--- config.mk ---
export PLATFORM = sky130hd
export DESIGN_NAME = mem_access_unit_flat
export DESIGN_NICKNAME = d
export VERILOG_FILES = /design/src/rtl/mem_pkg.sv /design/src/rtl/mem_access_unit_if.sv /design/src/rtl/mem_lane_align.sv /design/src/rtl/mem_access_unit.sv /design/src/flat_wrapper.sv
export SDC_FILE = /design/constraint.sdc
export NUM_CORES = 1
export LEC_CHECK = 0
export CAP_MARGIN = 20
export CORE_ASPECT_RATIO = 0.8
export CORE_UTILIZATION = 23
export CTS_CLUSTER_DIAMETER = 150
export DETAILED_ROUTE_END_ITERATION = 10
export DONT_BUFFER_PORTS = 1
export PLACE_DENSITY = 0.36
export SLEW_MARGIN = 25
export SYNTH_ARGS = -nofsm -noshare
export SYNTH_HDL_FRONTEND = slang
export SYNTH_SLANG_ARGS = --single-unit
export TNS_END_PERCENT = 30
--- constraint.sdc ---
create_clock -name clock -period 1.84 [get_ports clock]
set_input_delay 0.368 -clock clock [delete_from_list [all_inputs] [get_ports clock]]
set_output_delay 0.368 -clock clock [all_outputs]
set_load 0.01 [all_outputs]
--- src/rtl/mem_pkg.sv ---
// Shared encodings for the memory-stage access unit: access sizes, FSM states,
// timeout counter width and the natural-alignment check.
package mem_pkg;

   localparam logic [1:0] SZ_BYTE = 2'b00;
   localparam logic [1:0] SZ_HALF = 2'b01;
   localparam logic [1:0] SZ_WORD = 2'b10;

   localparam int TO_CNT_W = 8;

   typedef enum logic [1:0] {
      S_IDLE,
      S_REQ,
      S_DONE,
      S_ERR
   } state_t;

   // Size 11 behaves like a word, so anything that is not byte or half needs lane 0.
   function automatic logic is_misaligned(input logic [1:0] size, input logic [1:0] lo);
      if (size == SZ_BYTE) return 1'b0;
      if (size == SZ_HALF) return lo[0];
      return lo != 2'b00;
   endfunction

endpackage

--- src/rtl/mem_access_unit_if.sv ---
// Data-memory request/acknowledge bus between the access unit (master) and memory (slave).
interface mem_access_unit_if;
   logic        dm_req;
   logic        dm_we;
   logic [31:0] dm_addr;
   logic [3:0]  dm_be;
   logic [31:0] dm_wdata;
   logic [31:0] dm_rdata;
   logic        dm_ack;

   modport master (
      output dm_req, dm_we, dm_addr, dm_be, dm_wdata,
      input  dm_rdata, dm_ack
   );

   modport slave (
      input  dm_req, dm_we, dm_addr, dm_be, dm_wdata,
      output dm_rdata, dm_ack
   );
endinterface

--- src/rtl/mem_lane_align.sv ---
// Combinational lane steering: store data replication and byte enables on the way out,
// load lane selection and sign/zero extension on the way back.
module mem_lane_align
   import mem_pkg::*;
(
   input  logic [1:0]  size,
   input  logic [1:0]  addr_lo,
   input  logic        is_unsigned,
   input  logic [31:0] wdata,
   input  logic [31:0] rdata,
   output logic [3:0]  be,
   output logic [31:0] wdata_rep,
   output logic [31:0] load_res
);

   logic [7:0]  byte_val;
   logic [15:0] half_val;

   // Sub-word accesses snap to their natural lane, so misaligned low bits are simply dropped.
   always_comb begin
      be        = 4'b1111;
      wdata_rep = wdata;
      load_res  = rdata;
      byte_val  = rdata[{addr_lo, 3'b000} +: 8];
      half_val  = addr_lo[1] ? rdata[31:16] : rdata[15:0];
      case (size)
         SZ_BYTE: begin
            be        = 4'b0001 << addr_lo;
            wdata_rep = {4{wdata[7:0]}};
            load_res  = is_unsigned ? {24'b0, byte_val} : {{24{byte_val[7]}}, byte_val};
         end
         SZ_HALF: begin
            be        = addr_lo[1] ? 4'b1100 : 4'b0011;
            wdata_rep = {2{wdata[15:0]}};
            load_res  = is_unsigned ? {16'b0, half_val} : {{16{half_val[15]}}, half_val};
         end
         default: begin
            be        = 4'b1111;
            wdata_rep = wdata;
            load_res  = rdata;
         end
      endcase
   end

endmodule

--- src/rtl/mem_access_unit.sv ---
// Memory-stage load/store controller: req/ack handshake with timeout and pipeline stall.
// Define MISALIGN_TRAP_EN to trap misaligned half/word accesses instead of truncating them.
module mem_access_unit
   import mem_pkg::*;
#(
   parameter int TIMEOUT_CYCLES = 255
) (
   input  logic        clock,
   input  logic        reset,
   input  logic        ex_valid,
   input  logic        ex_mem_read,
   input  logic        ex_mem_write,
   input  logic [1:0]  ex_size,
   input  logic        ex_unsigned,
   input  logic [31:0] ex_addr,
   input  logic [31:0] ex_wdata,
   output logic        stall,
   output logic        mem_valid,
   output logic [31:0] mem_data_res,
   output logic        bus_err,
   output logic        misalign_err,
   mem_access_unit_if.master dm
);

   localparam logic [TO_CNT_W-1:0] TO_LAST = TO_CNT_W'(TIMEOUT_CYCLES - 1);

   state_t              state;
   state_t              next_state;
   logic                accept;
   logic                cap_we;
   logic [1:0]          cap_size;
   logic                cap_uns;
   logic [31:0]         cap_addr;
   logic [31:0]         cap_wdata;
   logic [TO_CNT_W-1:0] tcount;
   logic [31:0]         res_q;
   logic                req_q;
   logic [3:0]          lane_be;
   logic [31:0]         lane_wdata;
   logic [31:0]         lane_load;

   mem_lane_align u_align (
      .size        (cap_size),
      .addr_lo     (cap_addr[1:0]),
      .is_unsigned (cap_uns),
      .wdata       (cap_wdata),
      .rdata       (dm.dm_rdata),
      .be          (lane_be),
      .wdata_rep   (lane_wdata),
      .load_res    (lane_load)
   );

   always_ff @(posedge clock) begin
      if (!reset) state <= S_IDLE;
      else        state <= next_state;
   end

   // An ack landing on the final allowed cycle still completes the access.
   always_comb begin
      next_state = state;
      accept     = 1'b0;
      stall      = 1'b0;
      case (state)
         S_IDLE: begin
            if (ex_valid && (ex_mem_read || ex_mem_write)) begin
               accept     = 1'b1;
               stall      = 1'b1;
               next_state = S_REQ;
`ifdef MISALIGN_TRAP_EN
               if (is_misaligned(ex_size, ex_addr[1:0])) next_state = S_ERR;
`endif
            end
         end
         S_REQ: begin
            stall = 1'b1;
            if (dm.dm_ack)              next_state = S_DONE;
            else if (tcount == TO_LAST) next_state = S_ERR;
         end
         default: next_state = S_IDLE;
      endcase
   end

   always_ff @(posedge clock) begin
      if (!reset) begin
         cap_we    <= 1'b0;
         cap_size  <= SZ_BYTE;
         cap_uns   <= 1'b0;
         cap_addr  <= '0;
         cap_wdata <= '0;
         tcount    <= '0;
         res_q     <= '0;
         req_q     <= 1'b0;
      end else begin
         req_q <= (next_state == S_REQ);
         if (accept) begin
            cap_we    <= ex_mem_write;
            cap_size  <= ex_size;
            cap_uns   <= ex_unsigned;
            cap_addr  <= ex_addr;
            cap_wdata <= ex_wdata;
            tcount    <= '0;
         end else if (state == S_REQ && !dm.dm_ack) begin
            tcount <= tcount + 1'b1;
         end
         if (state == S_REQ && dm.dm_ack) res_q <= cap_we ? '0 : lane_load;
         if (next_state == S_ERR)         res_q <= '0;
      end
   end

   assign dm.dm_req    = req_q;
   assign dm.dm_we     = req_q & cap_we;
   assign dm.dm_addr   = {cap_addr[31:2], 2'b00};
   assign dm.dm_be     = req_q ? lane_be : 4'b0000;
   assign dm.dm_wdata  = lane_wdata;
   assign mem_valid    = (state == S_DONE);
   assign mem_data_res = res_q;

`ifdef MISALIGN_TRAP_EN
   logic err_misalign;

   // Remembers which error sent us to ERR so the right pulse is raised there.
   always_ff @(posedge clock) begin
      if (!reset)      err_misalign <= 1'b0;
      else if (accept) err_misalign <= (next_state == S_ERR);
   end

   assign bus_err      = (state == S_ERR) & ~err_misalign;
   assign misalign_err = (state == S_ERR) &  err_misalign;
`else
   assign bus_err      = (state == S_ERR);
   assign misalign_err = 1'b0;
`endif

endmodule

--- src/flat_wrapper.sv ---
// flat-port wrapper written by rule: the top's interface ports become plain ports
module mem_access_unit_flat import mem_pkg::*;
#(
   parameter int TIMEOUT_CYCLES = 255
)
  (clock, reset, ex_valid, ex_mem_read, ex_mem_write, ex_size, ex_unsigned, ex_addr, ex_wdata, stall, mem_valid, mem_data_res, bus_err, misalign_err, dm_dm_req, dm_dm_we, dm_dm_addr, dm_dm_be, dm_dm_wdata, dm_dm_rdata, dm_dm_ack);
  mem_access_unit_if dm_i ();
  input  logic clock;
  input  logic reset;
  input  logic ex_valid;
  input  logic ex_mem_read;
  input  logic ex_mem_write;
  input  logic [1:0] ex_size;
  input  logic ex_unsigned;
  input  logic [31:0] ex_addr;
  input  logic [31:0] ex_wdata;
  output logic stall;
  output logic mem_valid;
  output logic [31:0] mem_data_res;
  output logic bus_err;
  output logic misalign_err;
  output wire logic [$bits(dm_i.dm_req)-1:0] dm_dm_req;
  output wire logic [$bits(dm_i.dm_we)-1:0] dm_dm_we;
  output wire logic [$bits(dm_i.dm_addr)-1:0] dm_dm_addr;
  output wire logic [$bits(dm_i.dm_be)-1:0] dm_dm_be;
  output wire logic [$bits(dm_i.dm_wdata)-1:0] dm_dm_wdata;
  input wire logic [$bits(dm_i.dm_rdata)-1:0] dm_dm_rdata;
  input wire logic [$bits(dm_i.dm_ack)-1:0] dm_dm_ack;
  assign dm_dm_req = dm_i.dm_req;
  assign dm_dm_we = dm_i.dm_we;
  assign dm_dm_addr = dm_i.dm_addr;
  assign dm_dm_be = dm_i.dm_be;
  assign dm_dm_wdata = dm_i.dm_wdata;
  assign dm_i.dm_rdata = dm_dm_rdata;
  assign dm_i.dm_ack = dm_dm_ack;
  mem_access_unit #(.TIMEOUT_CYCLES(TIMEOUT_CYCLES)) u_core (.clock(clock), .reset(reset), .ex_valid(ex_valid), .ex_mem_read(ex_mem_read), .ex_mem_write(ex_mem_write), .ex_size(ex_size), .ex_unsigned(ex_unsigned), .ex_addr(ex_addr), .ex_wdata(ex_wdata), .stall(stall), .mem_valid(mem_valid), .mem_data_res(mem_data_res), .bus_err(bus_err), .misalign_err(misalign_err), .dm(dm_i));
endmodule
# Yosys cells after proc, flatten, opt, wreduce, memory -nomap -nowiden

Cells that the tools add are included.

Flip-flop bits (word level): 111
Latch bits: 0
Memory bits (writable): 0
Bits in read-only memories: 0
Output and inout port bits: 106
Logic and storage cells: 46
Memories: 0

$add $sub $neg: 1
Multiply operators: 0
Div/mod/pow operators: 0
Magnitude comparators: 0
Equal/unequal tests: 7
Shift operators: 2
Mux-type cells: 16
Bitwise operators: 2
Reduce and logical (&&, ||, !) cells: 9

Operators with widths:

| kind                  | count |
|---|---|
| $pmux W32 S2          | 2 |
| $mux W32              | 3 |
| $shiftx A32 B6 Y8     | 1 |
| $mux W16              | 1 |
| $add A8 B1 Y8 const B | 1 |
| $eq A8 B8 Y1 const B  | 1 |
| $mux W4               | 2 |
| $pmux W4 S2           | 1 |
| $eq A2 B1 Y1 const B  | 3 |
| $eq A2 B2 Y1 const B  | 3 |
| $mux W2               | 3 |
| $logic_not A2 Y1      | 2 |
| $pmux W2 S2           | 1 |
| $reduce_or A2 Y1      | 2 |
| $shl A1 B2 Y4 const A | 1 |
| $logic_and A1 B1 Y1   | 3 |
| $mux W1               | 2 |
| $pmux W1 S2           | 1 |
| $and A1 B1 Y1         | 1 |
| $logic_not A1 Y1      | 1 |
| $logic_or A1 B1 Y1    | 1 |
| $not A1 Y1            | 1 |

# Longest topological paths before layout

Gate-level depths: netlist of the first run.

Depth after elaboration: 6
Mapped depth: 8

# Hierarchy

Synthesis of the first run repeated with hierarchy kept, for this count alone.

Cells, all modules: 736
Area, all modules: 6,373.6 sq um

By module, submodules not included:

| module          | times used | cells each | area an instance (sq um) | sequential area each (sq um) |
|---|---|---|---|---|
| mem_access_unit | 1          | 565        | 5,082.4                  | 2,222.1 |
| mem_lane_align  | 1          | 171        | 1,291.2                  | 0.0 |

# Worst setup path after synthesis of the first run

No wires, ideal clock.

Kind: register to output
Start point: reg u_core.cap_size[1]
End point: out dm_dm_be[2]
Arrival time: 1,207 ps
Data required time: 1,472 ps
Path slack: 265 ps
Cell stages (with the launch flop): 7
Buffers on the path: 2
Cells stage by stage: dfxtp_1 -> buf_2 -> nor2_2 -> and2_1 -> buf_2 -> nand2b_1 -> nor2_1

Word-level cells in the longest chain between the ends: 3
Elaborated cells on any way between the ends: 4

Ends and longest elaborated chain:

| item                                                    | line                   | RTL |
|---|---|---|
| start: declaration                                      | mem_access_unit.sv:31  | `logic [1:0] cap_size;` |
| start signal: assignment                                | mem_access_unit.sv:97  | `cap_size <= ex_size;` |
| $eq A2 B1 Y1 / $logic_not A2 Y1 (equally long branches) | mem_lane_align.sv:26   | `case (size)` |
| $pmux W4 S2 (*)                                         | mem_lane_align.sv:26   |  |
| $mux W4 (*)                                             | mem_access_unit.sv:113 | `assign dm.dm_be = req_q ? lane_be : 4'b0000;` |
| end: declaration                                        | flat_wrapper.sv:25     | `output wire logic [$bits(dm_i.dm_be)-1:0] dm_dm_be;` |

Every way passes the cells marked *; elsewhere a longest branch is shown, timed or not.

# Worst setup path after layout of the first run

Start point: reg u_core.cap_size[1]
End point: out dm_dm_be[3]

Same word-level chain as after synthesis.

==> flow_metrics.py, run 1 <==
metrics = {
    "pwr": {
        "combPwrFrac_pct": 12.7,
        "netSwitchingPower_w": 0.00155,
        "sequentialPowerShare_pct": 50.4,
        "swShare_pct": 29.2,
        "p_clk_share_pct": 36.9,
        "intPower_w": 0.00374,
        "power_w": 0.00529,
        "ir_worst_vdd_mv": 0.361,
        "leakage_nw": 1.96,
        "powerDensity_mw_per_mm2": 894,
    },
    "synth": {
        "synth.avg_cell_area_sq_um": 8.70,
        "seq_area_frac_synth_pct": 40.5,
        "syn_area_sq_mm": 0.00548,
        "synth_async_sr_flop_share_pct": 0,
        "synthDistinctLibCells": 48,
        "synth_top_area_share_pct": 40.5,
        "ys_seq_elements": 111,
        "yosys_warnings": 0,
        "yosys.area.top_type": "dfxtp_1",
        "synth_cells": 630,
        "netlist_top_cells_area": "dfxtp_1 (41%), nand2_1 (11%), a21boi_0 (8.1%)",
        "ys.flop_type": "dfxtp_1",
        "synth-edff-count": 0,
    },
    "floorplan": {
        "io_pins": 211,
        "die_h_um": 140,
        "start_util_pct": 23.4,
        "placementRows": 50,
        "die_x_um": 175,
        "die_area_sq_mm": 0.0245,
        "core_sq_mm": 0.0234,
    },
    "outcome": {
        "status": "finished clean",
    },
    "routing": {
        "post-route-drc-count": 0,
        "finalWirelength_mm": 16.8,
        "drt_iter0_drc": 213,
        "ant_nets": 0,
        "vias_per_cell": 4.64,
        "wl_per_cell_um": 18.6,
        "vias": 4189,
        "drt-pass1-iter-count": 5,
    },
    "setup_path": {
        "cpPeakStageDelay_ns": 0.34,
        "arrival_ns": 1.42,
        "crit_top_cell": "buf_4",
        "crit_path_cell_trace": "buf_4 -> inv_1 -> a21boi_1 -> buf_4",
        "ff2ff_setup_slack_ns": 0.16,
        "crit_family": "buffers and inverters",
        "cp-start-kind": "flop",
        "worstRegToRegCells": 5,
        "cp.required_ns": 1.47,
        "rr_startpoint": "u_core.state[0]$_SDFF_PN0_",
        "path_class": "flop to output port",
        "reg2reg_to": "u_core.mem_data_res[17]$_SDFFE_PP0P_",
        "cp_slowest_cell": "dfxtp_2",
        "critPathBufInv": 3,
        "cp_max_fo": 11,
        "cp-end-kind": "output port",
    },
    "timing": {
        "drv_slew": 0,
        "grt_setup_unrepaired": "true",
        "post-route-period-util_pct": 97.3,
        "final_hold_viol_count": 0,
        "final-setup-viol-count": 0,
        "finalCriticalPeriod_ns": 1.79,
        "fin_skew_ns": 0.0160,
        "fmax_mhz": 559,
    },
    "cells_and_area": {
        "multi_input_area_sq_mm": 0.00268,
        "area_growth_pct": 7.97,
        "fillers": 2532,
        "utilization_pct": 25.3,
        "finalInstanceArea_sq_mm": 0.00592,
        "stdcell_count": 903,
        "register_area_sq_mm": 0.00223,
        "drive_above_1_share_pct": 18.1,
        "antenna_cells": 0,
        "nets": 693,
    },
    "clocking": {
        "clock-sinks": 111,
        "htreeDepth": 3,
        "worstSkewPairLatency_ns": 0.37,
        "clock_path_buffers": 2,
        "cts_hold_buf": 0,
        "clk_pin_slew_worst_paths_ns": 0.08,
        "cts_buffers": 9,
        "postCtsSetupBuffers": 0,
        "cts_tree": "yes",
        "cts_root_buffer": "clkbuf_16",
    },
    "place": {
        "dp_hpwl_mm": 12.0,
        "place_area_sq_mm": 0.00558,
        "place_congestion": 0.791,
        "portBuffers": 0,
        "placed_cells": 886,
    },
    "global_routing": {
        "grt_overflow": 0,
        "use_met1_pct": 16.7,
        "grt_use_met2_pct": 21.8,
        "gr-usage-met3_pct": 5.46,
        "grtUsageTotal_pct": 13.7,
        "grt_max_degree": 73,
        "grt-busiest-layer": "met2",
        "grt_pass1_vias": 4268,
        "antenna_found_initial": 1,
        "grt_pass1_wl_mm": 25.8,
    },
    "hold_path": {
        "hold_end": "u_core.cap_wdata[18]$_SDFFE_PN0P_",
        "hold_class": "primary input to flop",
        "min_from": "ex_wdata[18]",
        "hold_depth": 2,
    },
    "flow_run": {
        "max_cap_viol_count": 0,
    },
}
[how the worst max path moves through the flow]
stage,start,end,slack (ns),cells after the start
2_1_floorplan,u_core.cap_size[1]$_SDFFE_PN0P_,dm_dm_be[2],0.27,6
3_3_place_gp,u_core.cap_addr[1]$_SDFFE_PN0P_,u_core.mem_data_res[12]$_SDFFE_PP0P_,0.20,4
3_5_place_dp,u_core.cap_addr[1]$_SDFFE_PN0P_,u_core.mem_data_res[11]$_SDFFE_PP0P_,0.16,4
4_1_cts,u_core.cap_size[1]$_SDFFE_PN0P_,dm_dm_be[3],-0.03,4
5_1_grt,u_core.cap_size[1]$_SDFFE_PN0P_,dm_dm_be[3],-0.03,4
6_report,u_core.cap_size[1]$_SDFFE_PN0P_,dm_dm_be[3],0.05,4
[state kept, by name, indices dropped and copies added, names as in the netlist]
register,cells
u_core.cap_addr,32
u_core.cap_wdata,32
u_core.mem_data_res,32
u_core.tcount,8
u_core.cap_size,2
u_core.state,2
u_core.cap_uns,1
u_core.cap_we,1
u_core.dm.dm_req,1
[layer usage]
metal,vias up,part of all wire (%)
met5,-,0.059
met2,139,45
met3,19,8.3
met1,2003,44
met4,2,1.9
li1,2026,-
[logic make-up (layout without fill, tap and decap cells)]
group / Yosys count / in the layout / synth area share (%)
AO/OA/AOI/OAI: 177 / 177 / 24.3
XOR/XNOR: 7 / 7 / 1.12
adder cells (fa/ha/maj): 2 / 2 / 0.457
buffers and inverters: 95 / 54 / 11.3
flip-flops: 111 / 111 / 40.5
multiplexers: 33 / 33 / 6.42
other: 1 / 3 / 0.0684
AND/OR/NAND/NOR: 204 / 204 / 15.8
[synthesized netlist by cell type (9+ instances only)]
cell type and n:
dfxtp_1 111, a21boi_0 59, mux2i_1 16, nand2_1 159, a21boi_1 10, o21ai_0 15, a22oi_2 10, buf_4 45
a21oi_1 24, buf_2 26, mux2_2 17, a211oi_1 9, nor2_1 17, clkbuf_1 13, a21oi_2 11
[placed cells by master, fill, tap and decap left out, drive strengths merged, types with 7 or more instances in the layout]
| cell type | count |
|---|---|
| a211oi | 9 |
| o22ai | 7 |
| a221o | 7 |
| nand2 | 160 |
| o21ai | 21 |
| mux2i | 16 |
| a21boi | 69 |
| mux2 | 17 |
| a21oi | 35 |
| buf | 34 |
| nor2 | 19 |
| a222oi | 8 |
| inv | 7 |
| clkbuf | 10 |
| a22oi | 16 |
| dfxtp | 111 |
[what timing repair did]
action,4_1_cts,5_1_grt
resized for setup,7,12
endpoints found under the setup margin,18,25
pin swaps,1,0
cloned,1,0
[final cells by class]
cell class	instances	area share, %
Inverter	4	0.254
Clock inverter	6	0.867
Clock buffer	10	3.87
Sequential cell	111	37.7
Tap cell	312	6.60
Multi-Input combinational cell	426	45.3
Timing Repair Buffer	34	5.41
[through the flow]
| stage | setup TNS [ns] | hold WS [ns] | setup slack [ns] |
|---|---|---|---|
| global placement | 0 | 0.442 | 0.203 |
| CTS | -0.0664 | 0.106 | -0.0300 |
| global route | -0.0375 | 0.115 | -0.0304 |
| finish | 0 | 0.130 | 0.0500 |
| floorplan | 0 | 0.432 | 0.265 |
| detailed placement | 0 | 0.445 | 0.156 |
[power groups by stage]
stage	combinational [W]	clock [W]	sequential, W
global placement	0.000655	0	0.00272
detailed placement	0.000666	0	0.00272
floorplan	0.000610	0	0.00265
finish	0.000670	0.00195	0.00267
CTS	0.000674	0.00207	0.00267
global route	0.000745	0.00215	0.00269
(Power assumes the default switching activity.)
==> run 2: changes to the inputs <==
CAP_MARGIN = 0   (was 20)
==> results of run 2 <==
Same layout as run 1: the final DEF is identical, and so are final timing and power.
